## src/rtl/maze_pkg.sv

```systemverilog
// Shared types and constants for the 8x8 maze game controller.
package maze_pkg;

    typedef enum logic [1:0] {
        IDLE = 2'd0,
        PLAY = 2'd1,
        WIN  = 2'd2,
        LOSE = 2'd3
    } game_state_t;

    typedef logic [2:0] coord_t;

    typedef struct packed {
        coord_t row;
        coord_t col;
    } loc_t;

    typedef enum logic [1:0] {
        DIR_ROW_INC = 2'd0,
        DIR_ROW_DEC = 2'd1,
        DIR_COL_DEC = 2'd2,
        DIR_COL_INC = 2'd3
    } dir_t;

    localparam coord_t COORD_MIN = 3'd0;
    localparam coord_t COORD_MAX = 3'd7;

    localparam loc_t RESET_LOC = '{row: 3'd6, col: 3'd7};
    localparam loc_t RESET_TERM = '{row: 3'd0, col: 3'd0};

    localparam loc_t L0_START = '{row: 3'd6, col: 3'd7};
    localparam loc_t L0_TERM = '{row: 3'd0, col: 3'd0};
    localparam loc_t L1_START = '{row: 3'd7, col: 3'd6};
    localparam loc_t L1_TERM = '{row: 3'd1, col: 3'd7};

    // Wall bitmap index: row*8 + col.
    function automatic logic [5:0] cell_idx(input loc_t l);
        return {l.row, l.col};
    endfunction

endpackage

```

## src/rtl/maze_move_check.sv

```systemverilog
// Picks the winning direction request and judges it against bounds
// and the active wall map. Purely combinational.
module maze_move_check
    import maze_pkg::*;
(
    input  logic        row_inc,
    input  logic        row_dec,
    input  logic        col_dec,
    input  logic        col_inc,
    input  loc_t        loc,
    input  logic [63:0] wall_map,
    output logic        valid,
    output logic        legal,
    output loc_t        target
);

    dir_t dir;
    logic in_bounds;

    assign valid = row_inc | row_dec | col_dec | col_inc;

    // Fixed priority; losers are simply dropped.
    always_comb begin
        dir = DIR_COL_INC;
        if (row_inc) begin
            dir = DIR_ROW_INC;
        end else if (row_dec) begin
            dir = DIR_ROW_DEC;
        end else if (col_dec) begin
            dir = DIR_COL_DEC;
        end
    end

    always_comb begin
        target    = loc;
        in_bounds = 1'b0;
        unique case (dir)
            DIR_ROW_INC: begin
                in_bounds  = (loc.row != COORD_MAX);
                target.row = loc.row + 3'd1;
            end
            DIR_ROW_DEC: begin
                in_bounds  = (loc.row != COORD_MIN);
                target.row = loc.row - 3'd1;
            end
            DIR_COL_DEC: begin
                in_bounds  = (loc.col != COORD_MIN);
                target.col = loc.col - 3'd1;
            end
            DIR_COL_INC: begin
                in_bounds  = (loc.col != COORD_MAX);
                target.col = loc.col + 3'd1;
            end
            default: begin
                in_bounds = 1'b0;
            end
        endcase
    end

    assign legal = valid && in_bounds && !wall_map[cell_idx(target)];

endmodule

```

## src/rtl/maze_game_ctrl.sv

```systemverilog
// Maze game sequencer: start/restart, move arbitration and legality,
// player position, step budget and win/lose tracking.
module maze_game_ctrl
    import maze_pkg::*;
#(
    parameter logic [63:0] WALL_MAP_0 = 64'h0,
    parameter logic [63:0] WALL_MAP_1 = 64'h0,
    parameter int          MAX_STEPS  = 63,
    parameter int          STEP_W     = 7
) (
    input  logic              clk,
    input  logic              rst,
    input  logic              start,
    input  logic              level_sel,
    input  logic              dir_row_inc,
    input  logic              dir_row_dec,
    input  logic              dir_col_dec,
    input  logic              dir_col_inc,
    output logic [2:0]        loc_row,
    output logic [2:0]        loc_col,
    output logic [2:0]        term_row,
    output logic [2:0]        term_col,
    output logic [STEP_W-1:0] step_cnt,
    output logic [1:0]        game_state,
    output logic              move_ok,
    output logic              move_blocked
);

    localparam logic [STEP_W-1:0] STEP_LIMIT = STEP_W'(MAX_STEPS);
    localparam logic [STEP_W-1:0] STEP_ONE   = STEP_W'(1);

    game_state_t       state_q, state_d;
    logic              level_q, level_d;
    loc_t              loc_q, loc_d;
    loc_t              term_q, term_d;
    logic [STEP_W-1:0] step_q, step_d;
    logic              ok_q, ok_d;
    logic              blk_q, blk_d;

    logic              req_valid;
    logic              req_legal;
    loc_t              target;
    logic [63:0]       wall_map;
    logic [STEP_W-1:0] step_inc;
    logic              do_move;

    assign wall_map = level_q ? WALL_MAP_1 : WALL_MAP_0;
    assign step_inc = step_q + STEP_ONE;
    assign do_move  = (state_q == PLAY) && req_valid && !start;

    maze_move_check u_move_check (
        .row_inc  (dir_row_inc),
        .row_dec  (dir_row_dec),
        .col_dec  (dir_col_dec),
        .col_inc  (dir_col_inc),
        .loc      (loc_q),
        .wall_map (wall_map),
        .valid    (req_valid),
        .legal    (req_legal),
        .target   (target)
    );

    always_ff @(posedge clk) begin
        if (rst) begin
            state_q <= IDLE;
            level_q <= 1'b0;
            loc_q   <= RESET_LOC;
            term_q  <= RESET_TERM;
            step_q  <= '0;
            ok_q    <= 1'b0;
            blk_q   <= 1'b0;
        end else begin
            state_q <= state_d;
            level_q <= level_d;
            loc_q   <= loc_d;
            term_q  <= term_d;
            step_q  <= step_d;
            ok_q    <= ok_d;
            blk_q   <= blk_d;
        end
    end

    // WIN is checked before the step budget so a last-step arrival wins.
    always_comb begin
        state_d = state_q;
        if (start) begin
            state_d = PLAY;
        end else if (do_move && req_legal) begin
            if (target == term_q) begin
                state_d = WIN;
            end else if (step_inc == STEP_LIMIT) begin
                state_d = LOSE;
            end
        end
    end

    always_comb begin
        level_d = level_q;
        loc_d   = loc_q;
        term_d  = term_q;
        step_d  = step_q;
        ok_d    = 1'b0;
        blk_d   = 1'b0;
        if (start) begin
            level_d = level_sel;
            loc_d   = level_sel ? L1_START : L0_START;
            term_d  = level_sel ? L1_TERM : L0_TERM;
            step_d  = '0;
        end else if (do_move) begin
            if (req_legal) begin
                loc_d  = target;
                step_d = step_inc;
                ok_d   = 1'b1;
            end else begin
                blk_d  = 1'b1;
            end
        end
    end

    assign loc_row      = loc_q.row;
    assign loc_col      = loc_q.col;
    assign term_row     = term_q.row;
    assign term_col     = term_q.col;
    assign step_cnt     = step_q;
    assign game_state   = state_q;
    assign move_ok      = ok_q;
    assign move_blocked = blk_q;

endmodule
```

## config.mk

```make
export PLATFORM = sky130hd
export DESIGN_NAME = maze_game_ctrl
export DESIGN_NICKNAME = d
export VERILOG_FILES = /design/src/rtl/maze_pkg.sv /design/src/rtl/maze_move_check.sv /design/src/rtl/maze_game_ctrl.sv
export SDC_FILE = /design/constraint.sdc
export NUM_CORES = 1
export LEC_CHECK = 0
export ABC_AREA = 1
export BUFFER_PORTS_ARGS = -buffer_cell sky130_fd_sc_hd__buf_4
export CAP_MARGIN = 10
export CORE_MARGIN = 3
export CORE_UTILIZATION = 42
export CTS_BUF_LIST = sky130_fd_sc_hd__clkbuf_4
export CTS_CLUSTER_DIAMETER = 150
export DETAILED_ROUTE_END_ITERATION = 8
export PLACE_DENSITY_LB_ADDON = 0.1
export SLEW_MARGIN = 0
export SYNTH_ARGS = -nofsm -noshare
export SYNTH_HDL_FRONTEND = slang
export SYNTH_SLANG_ARGS = --single-unit
```

## constraint.sdc

```tcl
create_clock -name clk -period 4.5 [get_ports clk]
set_clock_uncertainty 0.1 [all_clocks]
set_input_delay 0.9 -clock clk [delete_from_list [all_inputs] [get_ports clk]]
set_output_delay 0.9 -clock clk [all_outputs]
set_load 0.02 [all_outputs]
```

# After elaboration in Yosys (flattened, before gate mapping)
# Memories as Yosys holds them, arrays and structs flattened.
# Index checks and enable logic that the tools add are counted.
[totals]
regBits = 23
rom_bits = 64
inputBits = 8
memories = 1
out_inout_bits = 23
wordCells = 67
[classes]
n_eq_ne = 8
n_mux = 18
addsub = 5
n_lt_le_gt_ge = 1
bitwise = 4
n_reduce_logical = 21
[mem_list]
columns = ["name", "depth", "width", "rd", "rd_clocked_by_memory_dff", "write_ports", "line", "text"]
rows = [
  ["(no name shown)", 64, 1, 1, 0, 0, "maze_move_check.sv:60", "assign legal = valid && in_bounds && !wall_map[cell_idx(target)];"],
]
[ops]
columns = ["operator", "n"]
rows = [
  ["$mux 6", 3],
  ["$pmux 3 s2", 2],
  ["$reduce_bool 3->1", 3],
  ["$mux 2", 4],
  ["$mux 4", 2],
  ["$reduce_and 2->1", 4],
  ["$reduce_bool 2->1", 4],
  ["$add 7x1->7 const B", 1],
  ["$eq 7x6->1 const B", 1],
  ["$lt 6x7->1 const B", 1],
  ["$add 3x1->3 const B", 2],
  ["$eq 6x6->1", 1],
  ["$mux 1", 6],
  ["$ne 3x3->1 const B", 2],
  ["$sub 3x1->3 const B", 2],
  ["$logic_and 1x1->1", 5],
  ["$eq 2x1->1 const B", 2],
  ["$eq 2x2->1 const B", 2],
  ["$pmux 1 s4", 1],
  ["$or 1x1->1", 3],
  ["$reduce_or 3->1", 1],
  ["$logic_not 1->1", 2],
  ["$logic_not 2->1", 1],
  ["$reduce_or 2->1", 1],
  ["$not 1->1", 1],
]

# Longest topological paths before layout
[depth]
ltp_word = 12
ltp_mapped = 16
depth_no_buf = 16

# Cells and area by module
# A second synthesis with hierarchy kept.
[hier_totals]
hier_cells = 353
area_unflattened_um2 = 2080.7
[modules_own_cells]
columns = ["module", "seq_area_each_um2", "area_per_inst_um2", "instances", "cells_each"]
rows = [
  ["maze_move_check", 0.0, 1171.1, 1, 233],
  ["maze_game_ctrl", 360.3, 909.6, 1, 120],
]

# Worst setup path before layout
# Ideal clock, no wire load.
[synth_path]
path_type = "input port to flip-flop"
start = "input dir_row_dec"
end = "register state_q[0] (netlist: game_state[0])"
required_ns = 4.287
t_arrival_ns = 2.134
path_stages = 14
path_buffers = 0
path_slack_ns = 2.153
setup_time_ns = 0.113
cell_sequence = "inv_2 > nand2_4 > nor2_2 > fa_1 > nand2_1 > nand2_1 > nor2_1 > nand2_1 > nand2_1 > nand3_1 > inv_1 > nand2_1 > nand2_1 > nor2_1"
[synth_between]
elab_chain_cells = 11
word_cells_on_any_way = 27
cone_classes = "eq/ne: 4; mux: 9; bitwise: 3; reduce/logical: 10; memory: 1"
[synth_rtl]
columns = ["item", "line", "text"]
rows = [
  ["start, declared", "maze_game_ctrl.sv:16", "input logic dir_row_dec,"],
  ["$mux 2", "maze_move_check.sv:27", "end else if (row_dec) begin"],
  ["$mux 2", "maze_move_check.sv:25", "if (row_inc) begin"],
  ["$eq 2x2->1 (tied with other cells)", "maze_move_check.sv:37", "unique case (dir)"],
  ["$pmux 3 s2", "maze_move_check.sv:37", ""],
  ["$mem_v2 64x1", "-", ""],
  ["$mux 1 (not written as such)", "maze_move_check.sv:60", ""],
  ["$logic_not 1->1", "maze_move_check.sv:60", ""],
  ["$logic_and 1x1->1", "maze_move_check.sv:60", ""],
  ["$logic_and 1x1->1", "maze_game_ctrl.sv:88", "end else if (do_move && req_legal) begin"],
  ["$reduce_bool 2->1 (no line)", "-", ""],
  ["$reduce_and 2->1 (no line)", "-", ""],
  ["end signal, assigned", "maze_game_ctrl.sv:73", "state_q <= state_d;"],
  ["end, declared", "maze_game_ctrl.sv:32", "game_state_t state_q, state_d;"],
]
# Several ways; a longest one is shown, not always the timed one. The select of a mux whose other input is x is not followed.
# A chain may end at the register's enable or synchronous reset.

# Worst setup path in the final report
[layout_path]
start = "input dir_row_inc"
end = "register state_q[0] (netlist: game_state[0])"
[layout_between]
elab_chain_cells = 10
word_cells_on_any_way = 26
cone_classes = "eq/ne: 4; mux: 8; bitwise: 3; reduce/logical: 10; memory: 1"
[layout_rtl]
columns = ["item", "line", "text"]
rows = [
  ["start, declared", "maze_game_ctrl.sv:15", "input logic dir_row_inc,"],
  ["$mux 2", "maze_move_check.sv:25", ""],
  ["$eq 2x2->1 (tied with other cells)", "maze_move_check.sv:37", ""],
  ["$pmux 3 s2", "maze_move_check.sv:37", ""],
  ["$mem_v2 64x1", "-", ""],
  ["$mux 1 (not written as such)", "maze_move_check.sv:60", ""],
  ["$logic_not 1->1", "maze_move_check.sv:60", ""],
  ["$logic_and 1x1->1", "maze_move_check.sv:60", ""],
  ["$logic_and 1x1->1", "maze_game_ctrl.sv:88", ""],
  ["$reduce_bool 2->1 (no line)", "-", ""],
  ["$reduce_and 2->1 (no line)", "-", ""],
]
# Several ways; a longest one is shown, not always the timed one. The select of a mux whose other input is x is not followed.

==> qor.txt <==
Status = complete, no violations
CP endpoint kind = register
Io pins = 31
Die area = 3560 µm²
P_sw = 0.000129 W
Clock transition at path regs = 0.10 ns
Metal2 WL = 1180 µm
Period Utilization, post-route = 51.6%
Starting Density = 46.3%
Largest net degree at the start of global routing = 11
Fin. max-slew vios = 0
Max stage delay on crit path = 0.46 ns
Pwr dens = 254 nW/µm²
Leak = 0.779 nW
Avg WL per Cell = 11.2 µm
Row count = 18
Metal-1 WL = 1330 µm
DR vias = 1231
Core area = 2610 µm²
Synth warn = 0
Hold Crit Class = reg2reg
Via density = 4.98
GR Overflow Total = 0
DRC = 0
Final RePlAce weighted congestion = 0.851
Synth unique cells = 27
Final Hold Viols = 0
Compound-cell area share of the yosys netlist = 13.7%
Dominant cell type by area after synthesis = dfxtp_1
Critical Path AT = 2.43 ns
Total Wirelength = 2760 µm
Switching fraction of total power = 34.9%
Htree depth = 1
Max Root-Sink Buffers = 2
Critical Path Most Common Cell = nand2_1
DRT iter0 DRCs = 64
Mux cell area share after synthesis = 0%
Core Util, Final = 55.5%
VDD IR max = 0.172 mV
Hold-fix buffers, CTS = 0
CTS buffer count = 3
Final setup vio count = 0
Clk Latency, worst-skew pair = 0.29 ns
Part of the power in the clock network = 22.4%
Sequential fraction of the synthesis area = 29.8%
FF-to-FF setup slack = 2.47 ns
Mapped cell area = 1210 µm²
# resized after CTS = 0
Combinational fraction of design power = 29.2%
Mean Syn Cell Area = 6.40 µm²
Reg power frac = 48.4%
Die H = 59.7 µm
Clk sinks = 18
Adder-cell share of the synthesized area = 5.38%
CP max FO = 6
Post-synth top area share = 29.8%
Cell Int Power = 0.000240 W
Initial DRT Pass Iterations = 4
Final net count = 230
Tot GR Track Use = 17.1%
Max Fclk = 0.430 GHz
Layout area overhead = 19.9%
Max-cap violations = 0
Placed cell count = 243
Ant. Diodes = 0
Worst-Margin Slew = 0.556 ns
Pwr Total = 0.000369 W
Port bufs = 28
Mapped Cells = 189
Place WS = 1.88 ns
Initial antenna violation count = 0
CTS Root Cell = clkbuf_4
Synthesized flop and latch total = 18
Req. time, crit path = 4.60 ns
Max-slew headroom = 62.8%
Main combinational cell family by area after synthesis = simple AND/OR/NAND/NOR gates
Final Non-Filler Cells = 247
Final min period = 2.32 ns
Critical Path Start Type = input pin
Most area-consuming cells after synthesis = dfxtp_1, nand2_1, inv_1, nor2_1, nand3_1
XOR/XNOR share of the synthesized area = 1.45%
Top Layer Used = met4
CTS tree = yes
Met3 WL post-DR = 223 µm
Worst path slowest cell = fa_1
Share of cells above drive strength 1 = 20.3%
Vias in the first global route = 1077
DP HPWL = 2190 µm
Unrepaired setup endpoints after global routing = no
Final worst slack = 2.18 ns
Cell Chain, Critical Path = buf_4 -> inv_2 -> nand2_4 -> nor2_2 -> fa_1 -> nand2_1 -> nand2_1 -> nor2_1 -> nand2_1 -> nand2_1 -> nand3_1 -> inv_1 -> nand2_1 -> nand2_1 -> nor2_1
TNS Setup = 0 ns
Critical path class = in2reg
Die Width = 59.7 µm
First-pass GRT wire length = 4720 µm
Simple-gate area share of the yosys netlist = 36.3%
Post-route ant nets = 0
Post-CTS setup buffer count = 0
==> synthesized netlist by cell type, drive strengths merged <==
master   n
inv     29
xor2     2
fa       2
nand3   15
o22ai    1
conb     1
nand2   51
nand4    3
nor3     1
a21oi   11
dfxtp   18
o211ai   1
nand3b   1
buf      5
nor2    27
o21bai   1
ha       2
clkinv   2
o21ai   16
==> path summary, 6_finish.rpt <==
check	startpoint	endpoint	cells past startpoint
max	dir_row_inc	game_state[0]	15
min	game_state[1]	game_state[1]	2
max reg2reg	loc_col[0]	game_state[0]	13
min reg2reg	game_state[1]	game_state[1]	2
==> per-layer routing <==
metal | up-vias | GRT usage, %
li1 | 648 | -
met2 | 41 | 25.9
met1 | 540 | 24.0
met3 | 2 | 5.40
met5 | - | 0
met4 | 0 | 3.16
==> power by group through the flow <==
stage	Combinational, W	Sequential (W)	Clock [W]
after global placement	0.000107	0.000182	0
after detailed placement	0.000108	0.000182	0
after CTS	0.000108	0.000179	0.0000870
after floorplan	0.0000652	0.000190	0
final	0.000108	0.000179	0.0000825
after global routing	0.000122	0.000180	0.0000956
==> sequential cells by signal, summed over array words and instances, names as in the netlist <==
| register | flops |
|---|---|
| step_cnt | 7 |
| move_blocked | 1 |
| game_state | 2 |
| loc_col | 3 |
| loc_row | 3 |
| term_col | 1 |
| move_ok | 1 |
==> critical path, delay by kind of cell <==
family	cells	cell delay, ns
AND/OR/NAND/NOR	11	0.78
adder cells (fa/ha/maj)	1	0.46
buffers and inverters	3	0.29
==> area by class of cell <==
type                       count  area, µm²
sequential                    18        360
timing repair buffer          28        210
tap                           30       37.5
fill                         271       1160
clock inverter                 1       3.75
inverter                      31        121
multi-input combinational    136        694
clock buffer                   3       22.5
==> cells by family (layout without fill, tap and decap cells) <==
kind of cell	Yosys count	after routing
fa+ha+maj	4	4
simple gates	98	98
flops	18	18
compound gates	30	30
other cells	1	2
xor+xnor	2	2
buf+inv	36	63
==> cell usage in the layout (no fill, tap or decap), types with 2 or more instances in the layout <==
master and n:
a21oi_1 10, buf_4 28, o21ai_1 11, ha_1 2
nand3_1 14, inv_2 4, conb_1 2, nor2_2 2
clkinv_1 2, nor2_1 24, fa_1 2, xor2_1 2
clkbuf_4 3, nand2_1 49, o21ai_0 5, dfxtp_1 18
nand4_1 3, nand2_4 2, inv_1 25
==> per-stage QoR <==
stage | hold WS [ns] | area, µm²
6_report | 0.408 | 1450
5_1_grt | 0.431 | 1450
4_1_cts | 0.406 | 1450
3_5_place_dp | 0.392 | 1420
3_3_place_gp | 0.387 | 1420
2_1_floorplan | 0.457 | 1210
(Power assumes the default switching activity.)
